`src/rtl/mem_fill.sv`:
```
// mem_fill: parametrised RAM initialiser.
//
// On an accepted start request it writes the inclusive address range
// start_addr..end_addr (wrapping modulo 2^ADDR_W) at one word per
// non-stalled cycle. Data pattern per mode: 0 IDENTITY, 1 CONST, 2 RAMP,
// 3 LFSR (only when MEM_FILL_LFSR_EN is defined; otherwise mode 3 is
// rejected and the block stays idle).
//
// Ports:
//   clk, rst_n        clock, asynchronous active-low reset
//   en                start request, honoured only while rdy=1
//   mode              pattern select, latched at start
//   start_addr        first address, latched at start
//   end_addr          last address (inclusive), latched at start
//   seed              constant / ramp origin / LFSR seed, latched at start
//   step              ramp increment, latched at start
//   stall             1 = current write not accepted this cycle
//   rdy               idle, can accept en
//   done              one-cycle pulse after the last accepted write
//   addr, wrdata      RAM write address and data (registered)
//   wren              RAM write strobe (registered)
//
// Build option: `define MEM_FILL_LFSR_EN to include the LFSR pattern.
module mem_fill #(
    parameter int unsigned       ADDR_W    = 8,
    parameter int unsigned       DATA_W    = 8,
    parameter logic [DATA_W-1:0] LFSR_TAPS = 8'hB8
) (
    input  logic              clk,
    input  logic              rst_n,
    input  logic              en,
    input  logic [1:0]        mode,
    input  logic [ADDR_W-1:0] start_addr,
    input  logic [ADDR_W-1:0] end_addr,
    input  logic [DATA_W-1:0] seed,
    input  logic [DATA_W-1:0] step,
    input  logic              stall,
    output logic              rdy,
    output logic              done,
    output logic [ADDR_W-1:0] addr,
    output logic [DATA_W-1:0] wrdata,
    output logic              wren
);

    typedef enum logic {
        S_IDLE,
        S_FILL
    } state_t;

    state_t            state_q, state_d;
    logic [ADDR_W-1:0] addr_q, addr_d;
    logic [ADDR_W-1:0] end_q, end_d;
    logic [DATA_W-1:0] data_q, data_d;
    logic [DATA_W-1:0] step_q, step_d;
    logic [1:0]        mode_q, mode_d;
    logic              wren_q, wren_d;
    logic              rdy_q, rdy_d;
    logic              done_q, done_d;

    logic              mode_legal;
    logic [ADDR_W-1:0] addr_inc;
    logic [DATA_W-1:0] first_word;
    logic [DATA_W-1:0] next_word;

    assign addr_inc = addr_q + 1'b1;

`ifdef MEM_FILL_LFSR_EN
    assign mode_legal = 1'b1;
`else
    assign mode_legal = (mode != 2'd3);
    // Taps only matter when the LFSR is built; keep the parameter referenced.
    logic unused_taps;
    assign unused_taps = ^LFSR_TAPS;
`endif

    // Pattern value for word 0, from the live inputs on the start edge.
    always_comb begin
        first_word = seed;
        case (mode)
            2'd0:    first_word = DATA_W'(start_addr);
            2'd1:    first_word = seed;
            2'd2:    first_word = seed;
`ifdef MEM_FILL_LFSR_EN
            2'd3:    first_word = (seed == '0) ? DATA_W'(1) : seed;
`endif
            default: first_word = seed;
        endcase
    end

    // Pattern value following the word currently presented.
    always_comb begin
        next_word = data_q;
        case (mode_q)
            2'd0:    next_word = DATA_W'(addr_inc);
            2'd1:    next_word = data_q;
            2'd2:    next_word = data_q + step_q;
`ifdef MEM_FILL_LFSR_EN
            2'd3:    next_word = {data_q[DATA_W-2:0], ^(data_q & LFSR_TAPS)};
`endif
            default: next_word = data_q;
        endcase
    end

    always_comb begin
        state_d = state_q;
        addr_d  = addr_q;
        end_d   = end_q;
        data_d  = data_q;
        step_d  = step_q;
        mode_d  = mode_q;
        wren_d  = wren_q;
        rdy_d   = rdy_q;
        done_d  = 1'b0;
        case (state_q)
            S_IDLE: begin
                // rdy is always 1 in IDLE, including the done cycle, so a
                // held en restarts on the same edge that clears done.
                if (en && mode_legal) begin
                    state_d = S_FILL;
                    addr_d  = start_addr;
                    end_d   = end_addr;
                    data_d  = first_word;
                    step_d  = step;
                    mode_d  = mode;
                    wren_d  = 1'b1;
                    rdy_d   = 1'b0;
                end
            end
            S_FILL: begin
                if (!stall) begin
                    // The last word is the one at end_addr; comparing
                    // addresses avoids a separate N+1-bit word counter.
                    if (addr_q == end_q) begin
                        state_d = S_IDLE;
                        addr_d  = '0;
                        data_d  = '0;
                        wren_d  = 1'b0;
                        rdy_d   = 1'b1;
                        done_d  = 1'b1;
                    end else begin
                        addr_d = addr_inc;
                        data_d = next_word;
                    end
                end
            end
            default: begin
                state_d = S_IDLE;
                addr_d  = '0;
                data_d  = '0;
                wren_d  = 1'b0;
                rdy_d   = 1'b1;
            end
        endcase
    end

    always_ff @(posedge clk or negedge rst_n) begin
        if (!rst_n) begin
            state_q <= S_IDLE;
            addr_q  <= '0;
            end_q   <= '0;
            data_q  <= '0;
            step_q  <= '0;
            mode_q  <= '0;
            wren_q  <= 1'b0;
            rdy_q   <= 1'b1;
            done_q  <= 1'b0;
        end else begin
            state_q <= state_d;
            addr_q  <= addr_d;
            end_q   <= end_d;
            data_q  <= data_d;
            step_q  <= step_d;
            mode_q  <= mode_d;
            wren_q  <= wren_d;
            rdy_q   <= rdy_d;
            done_q  <= done_d;
        end
    end

    assign addr   = addr_q;
    assign wrdata = data_q;
    assign wren   = wren_q;
    assign rdy    = rdy_q;
    assign done   = done_q;

endmodule

```
`config.mk`:
```
export PLATFORM = sky130hd
export DESIGN_NAME = mem_fill
export DESIGN_NICKNAME = d
export VERILOG_FILES = /design/src/rtl/mem_fill.sv
export SDC_FILE = /design/constraint.sdc
export NUM_CORES = 1
export LEC_CHECK = 0
export ABC_AREA = 1
export CORE_MARGIN = 2
export CORE_UTILIZATION = 54
export DETAILED_ROUTE_END_ITERATION = 12
export PLACE_DENSITY = 0.95
export SYNTH_ARGS = -nofsm -noshare
export SYNTH_HDL_FRONTEND = slang
export SYNTH_SLANG_ARGS = --single-unit
```
`constraint.sdc`:
```
create_clock -name clk -period 5.2 [get_ports clk]
set_clock_uncertainty 0.1 [all_clocks]
set_input_delay 1.3 -clock clk [delete_from_list [all_inputs] [get_ports clk]]
set_output_delay 1.3 -clock clk [all_outputs]
set_load 0.02 [all_outputs]
```
### Word-level counts from Yosys, hierarchy flattened

Index checks and enable logic that the tools add are counted.

| storage, ports and cells | value |
|---|---|
| register bits after elaboration | 38 |
| bits in latches | 0 |
| memory bits (writable) | 0 |
| bits in read-only memories | 0 |
| output and inout bits | 19 |
| memories | 0 |

| cells by class | value |
|---|---|
| $add $sub $neg | 2 |
| $mul | 0 |
| divide/modulo/power cells | 0 |
| $lt $le $gt $ge | 0 |
| equal/unequal tests | 7 |
| shift operators | 0 |
| muxes and demuxes | 25 |
| bitwise logic cells | 1 |
| reduce and logical (&&, ||, !) cells | 7 |

Operators with widths:

| cell | count |
|---|---|
| $mux 8 | 7 |
| $pmux 8 s2 | 3 |
| $mux 1 | 12 |
| $add 8x1->8 const B | 1 |
| $add 8x8->8 | 1 |
| $eq 8x8->1 | 1 |
| $ne 2x2->1 const B | 3 |
| $pmux 1 s2 | 3 |
| $reduce_and 3->1 | 2 |
| $logic_not 2->1 | 2 |
| $ne 4x1->1 const B | 1 |
| $reduce_and 2->1 | 2 |
| $eq 2x2->1 const B | 1 |
| $ne 2x1->1 const B | 1 |
| $logic_and 1x1->1 | 1 |
| $not 1->1 | 1 |

### Logic depth before layout (Yosys ltp)

| logic depth | value |
|---|---|
| depth after elaboration | 5 |
| mapped depth | 11 |

### Worst setup path after synthesis

OpenSTA, ideal clock, no wires.

| timing | value |
|---|---|
| path type | in2reg |
| from | input port mode[1] |
| to | register data_q[5], in the netlist wrdata[5] |
| library setup time | 0.122 ns |
| data arrival time | 2.116 ns |
| required time | 4.978 ns |
| setup slack | 2.862 ns |
| stages on the path | 6 |
| buffers on the path | 0 |
| cell sequence | nor2_1 inv_1 nor2_1 nor2_1 a21oi_1 a21oi_2 |

| on the way | value |
|---|---|
| cells in the longest elaborated chain, start to end | 4 |

RTL lines:

| element | RTL line | text |
|---|---|---|
| from (decl) | 32 | `input logic [1:0] mode,` |
| $logic_not 2->1 / $ne 2x2->1 (equally long branches) | 79, 70 |  |
| $mux 8 / $logic_and 1x1->1 (equally long branches) | 79, 118 |  |
| $mux 8 / $ne 2x2->1 (equally long branches) | n/a |  |
| $pmux 8 s2 / $reduce_and 3->1 (equally long branches) | n/a |  |
| to (signal assigned) | 171 | `data_q <= data_d;` |
| to (decl) | 53 | `logic [DATA_W-1:0] data_q, data_d;` |

Several ways; a longest one is shown, not always the timed one. The select of a mux whose other input is x is not followed.
A chain may end at the register's enable or synchronous reset.

### Worst setup path after layout

| timing | value |
|---|---|
| from | input port mode[1] |
| to | register addr_q[2], in the netlist addr[2] |

| on the way | value |
|---|---|
| cells in the longest elaborated chain, start to end | 4 |

RTL lines:

| element | RTL line | text |
|---|---|---|
| $ne 2x2->1 | 70 | `assign mode_legal = (mode != 2'd3);` |
| $logic_and 1x1->1 | 118 | `if (en && mode_legal) begin` |
| $ne 2x2->1 (no line) | n/a |  |
| $reduce_and 2->1 (no line) | n/a |  |
| to (signal assigned) | 169 | `addr_q <= addr_d;` |
| to (decl) | 51 | `logic [ADDR_W-1:0] addr_q, addr_d;` |

Every way passes these cells.

==> flow_summary.ini <==
[run_status]
status = complete, no violations

[routing]
ant_nets = 0
post_drt_wl_per_cell_um = 15.9
drtIter0Drc = 459
drt_wl_total_um = 7270
drt_pass1_iterations = 7
vias_per_cell = 5.75
vias = 2624
drc = 0

[cts]
h-tree-depth = 2
clock_path_buffers = 2
clkTransAtPathRegs_ns = 0.08
cts_tree = yes
clkSinkCount = 38
postCtsSetupBuffers = 0
cts_root_buffer = clkbuf_8
cts-buffers-inserted = 5
insertion_delay_ns = 0.30
cts.hold.buffers_added = 0
cts_resized = 0

[global_route]
grt_pass1_wl_um = 11900
antenna_found_initial = 0
globalRouteOverflowTotal = 0
grt_pass1_vias = 2496
grt_max_degree = 39
grtUsageTotal = 0.303

[sta]
min_period_over_period = 0.589
tightest_slew_ns = 0.885
fin_tns_setup_ns = 0
setup_viol = 0
clock.fmax_mhz = 327
slew_violations = 0
post-route-min-period_ns = 3.06
hold_violations = 0
slew-limit-headroom = 0.410
rsz0062_at_grt = false

[job]
maxCapViolations = 0

[setup_path]
cp-end-kind = flop
start_kind = input pin
worstRegToRegCells = 8
max_stage_delay_ns = 0.51
crit_type = input pin to flop
crit_path_top_delay_cell = clkdlybuf4s50_1
crit_path_cell_trace = clkdlybuf4s50_1 > nand2_1 > nand3_1 > buf_4 > inv_1 > nor2_2 > inv_1 > nor2_1 > a21oi_1
cp_common_cell = inv_1
crit_arrival_ns = 3.15
critPathMaxFanout = 21
required_ns = 5.29

[worst_hold_path]
hold_depth = 2
hp-class = flop to flop

[synthesis]
synth-seq-cells = 38
ys_seq_area_frac = 0.383
syn_inst = 346
yosys-top-cells-count = nand2_1 (128), dfrtp_1 (37), inv_1 (37), nand3_1 (25), nor2_1 (23)
synth.most_common_cell = nand2_1
async_flop_share = 1.00
synthTopCellsByArea = dfrtp_1 (37%), nand2_1 (19%), inv_1 (5.6%), nand3_1 (5.0%), o21ai_0 (4.4%)
syn_avg_cell_area_um2 = 7.18
synthFlopType = dfrtp_1
synth_area_um2 = 2480
synth_top_area_frac = 0.373
synthDistinctLibCells = 34
yosys.area.top_type = dfrtp_1
synth-edff-count = 0
syn_nets = 393
yosys_warnings = 0

[final_layout]
drive_above_1_share = 0.0817
fin_nets = 450
area_growth_pct = 28.9
fin_util = 0.731
antenna_cells = 0

[floorplanning]
die_area_um2 = 5160
core_um2 = 4380
die_y_um = 71.8
rows = 24
initial_core_util = 0.567
pin_count = 57
die_w_um = 71.8

[place]
hpwl_um = 5260
gp_routability_congestion = 0.909
io_buffers = 56

[pwr]
powerDensity_nw_per_um2 = 477
ir_drop_mv = 0.268
leakage_nw = 1.69
-- per-stage QoR --
| step | setup slack [ns] | area [µm²] | instances | total power, W | hold WS (ns) |
|---|---|---|---|---|---|
| 2_1_floorplan | 2.86 | 2480 | 346 | 0.000942 | 0.353 |
| 3_3_place_gp | 2.01 | 3070 | 448 | 0.00117 | 0.363 |
| 3_5_place_dp | 1.90 | 3070 | 448 | 0.00120 | 0.382 |
| 4_1_cts | 2.16 | 3200 | 456 | 0.00152 | 0.395 |
| 5_1_grt | 2.01 | 3200 | 456 | 0.00162 | 0.432 |
| 6_report | 2.14 | 3200 | 456 | 0.00153 | 0.399 |
-- worst paths after layout --
| kind | startpoint | end | slack [ns] |
|---|---|---|---|
| hold / removal | rdy | rdy | 0.40 |
| setup / recovery | mode[1] | addr[2] | 2.14 |
| hold reg to reg | rdy | rdy | 0.40 |
| setup reg to reg | state_q | addr[2] | 2.94 |
| min in group asynchronous | rst_n | end_q[2] | 1.02 |
| max in group asynchronous | rst_n | wrdata[0] | 3.44 |
-- sequential cells by signal (all words and copies together) (netlist names) --
register / flops
addr: 8
done: 1
end_q: 8
mode_q: 2
rdy: 1
state_q: 1
step_q: 8
wrdata: 8
wren: 1
-- worst max-delay path: cells and delay by family --
| kind | cells | cell delay [ns] |
|---|---|---|
| buf+inv | 4 | 1.17 |
| compound gates | 1 | 0.06 |
| simple gates | 4 | 0.61 |
-- logic make-up after synthesis --
logic type / Yosys count / synth area share
simple gates: 191 / 0.330
compound gates: 50 / 0.120
buf+inv: 50 / 0.0866
flops: 38 / 0.383
fa+ha+maj: 9 / 0.0483
xor+xnor: 7 / 0.0277
mux: 1 / 0.00403
-- where the power goes --
part	internal (W)	leakage (nW)	switching, W	total, W
logic	0.000315	1.17	0.000421	0.000736
clock network	0.000192	0.0683	0.000117	0.000309
registers	0.000377	0.447	0.000107	0.000484
-- cells in the final DEF, fill, tap and decap left out, types with 2 or more instances in the layout --
master           synthesis  final
bufinv_16                0      2
buf_4                    1      2
nand4_1                  5      5
inv_1                   37     37
dfrtp_1                 37     37
a21oi_1                 16     16
o21ai_0                 22     22
nor2_4                   2      2
nand3_1                 25     25
nand2_1                128    128
a22oi_1                  3      3
clkbuf_8                 0      5
nor2_2                   4      4
a31oi_2                  2      2
nor2_1                  23     23
clkdlybuf4s50_1          0     55
xor2_1                   2      2
inv_2                    4      4
a21oi_2                  2      2
ha_1                     8      8
xnor2_1                  4      4
-- layer usage --
layer  GRT usage  wire length, µm
met4       0.115              259
met3      0.0563              702
met1       0.401             2860
met5           0                0
met2       0.497             3450
-- final cells by class --
cell class | count | area (µm²)
multi-input cells | 258 | 1320
fillers | 324 | 1180
flip-flops and latches | 38 | 952
repair buffers | 58 | 571
inverters | 42 | 160
clock buffers | 5 | 68.8
clock inverters | 3 | 68.8
well taps | 52 | 65.1
No activity file was read; power rests on OpenSTA's default activity.
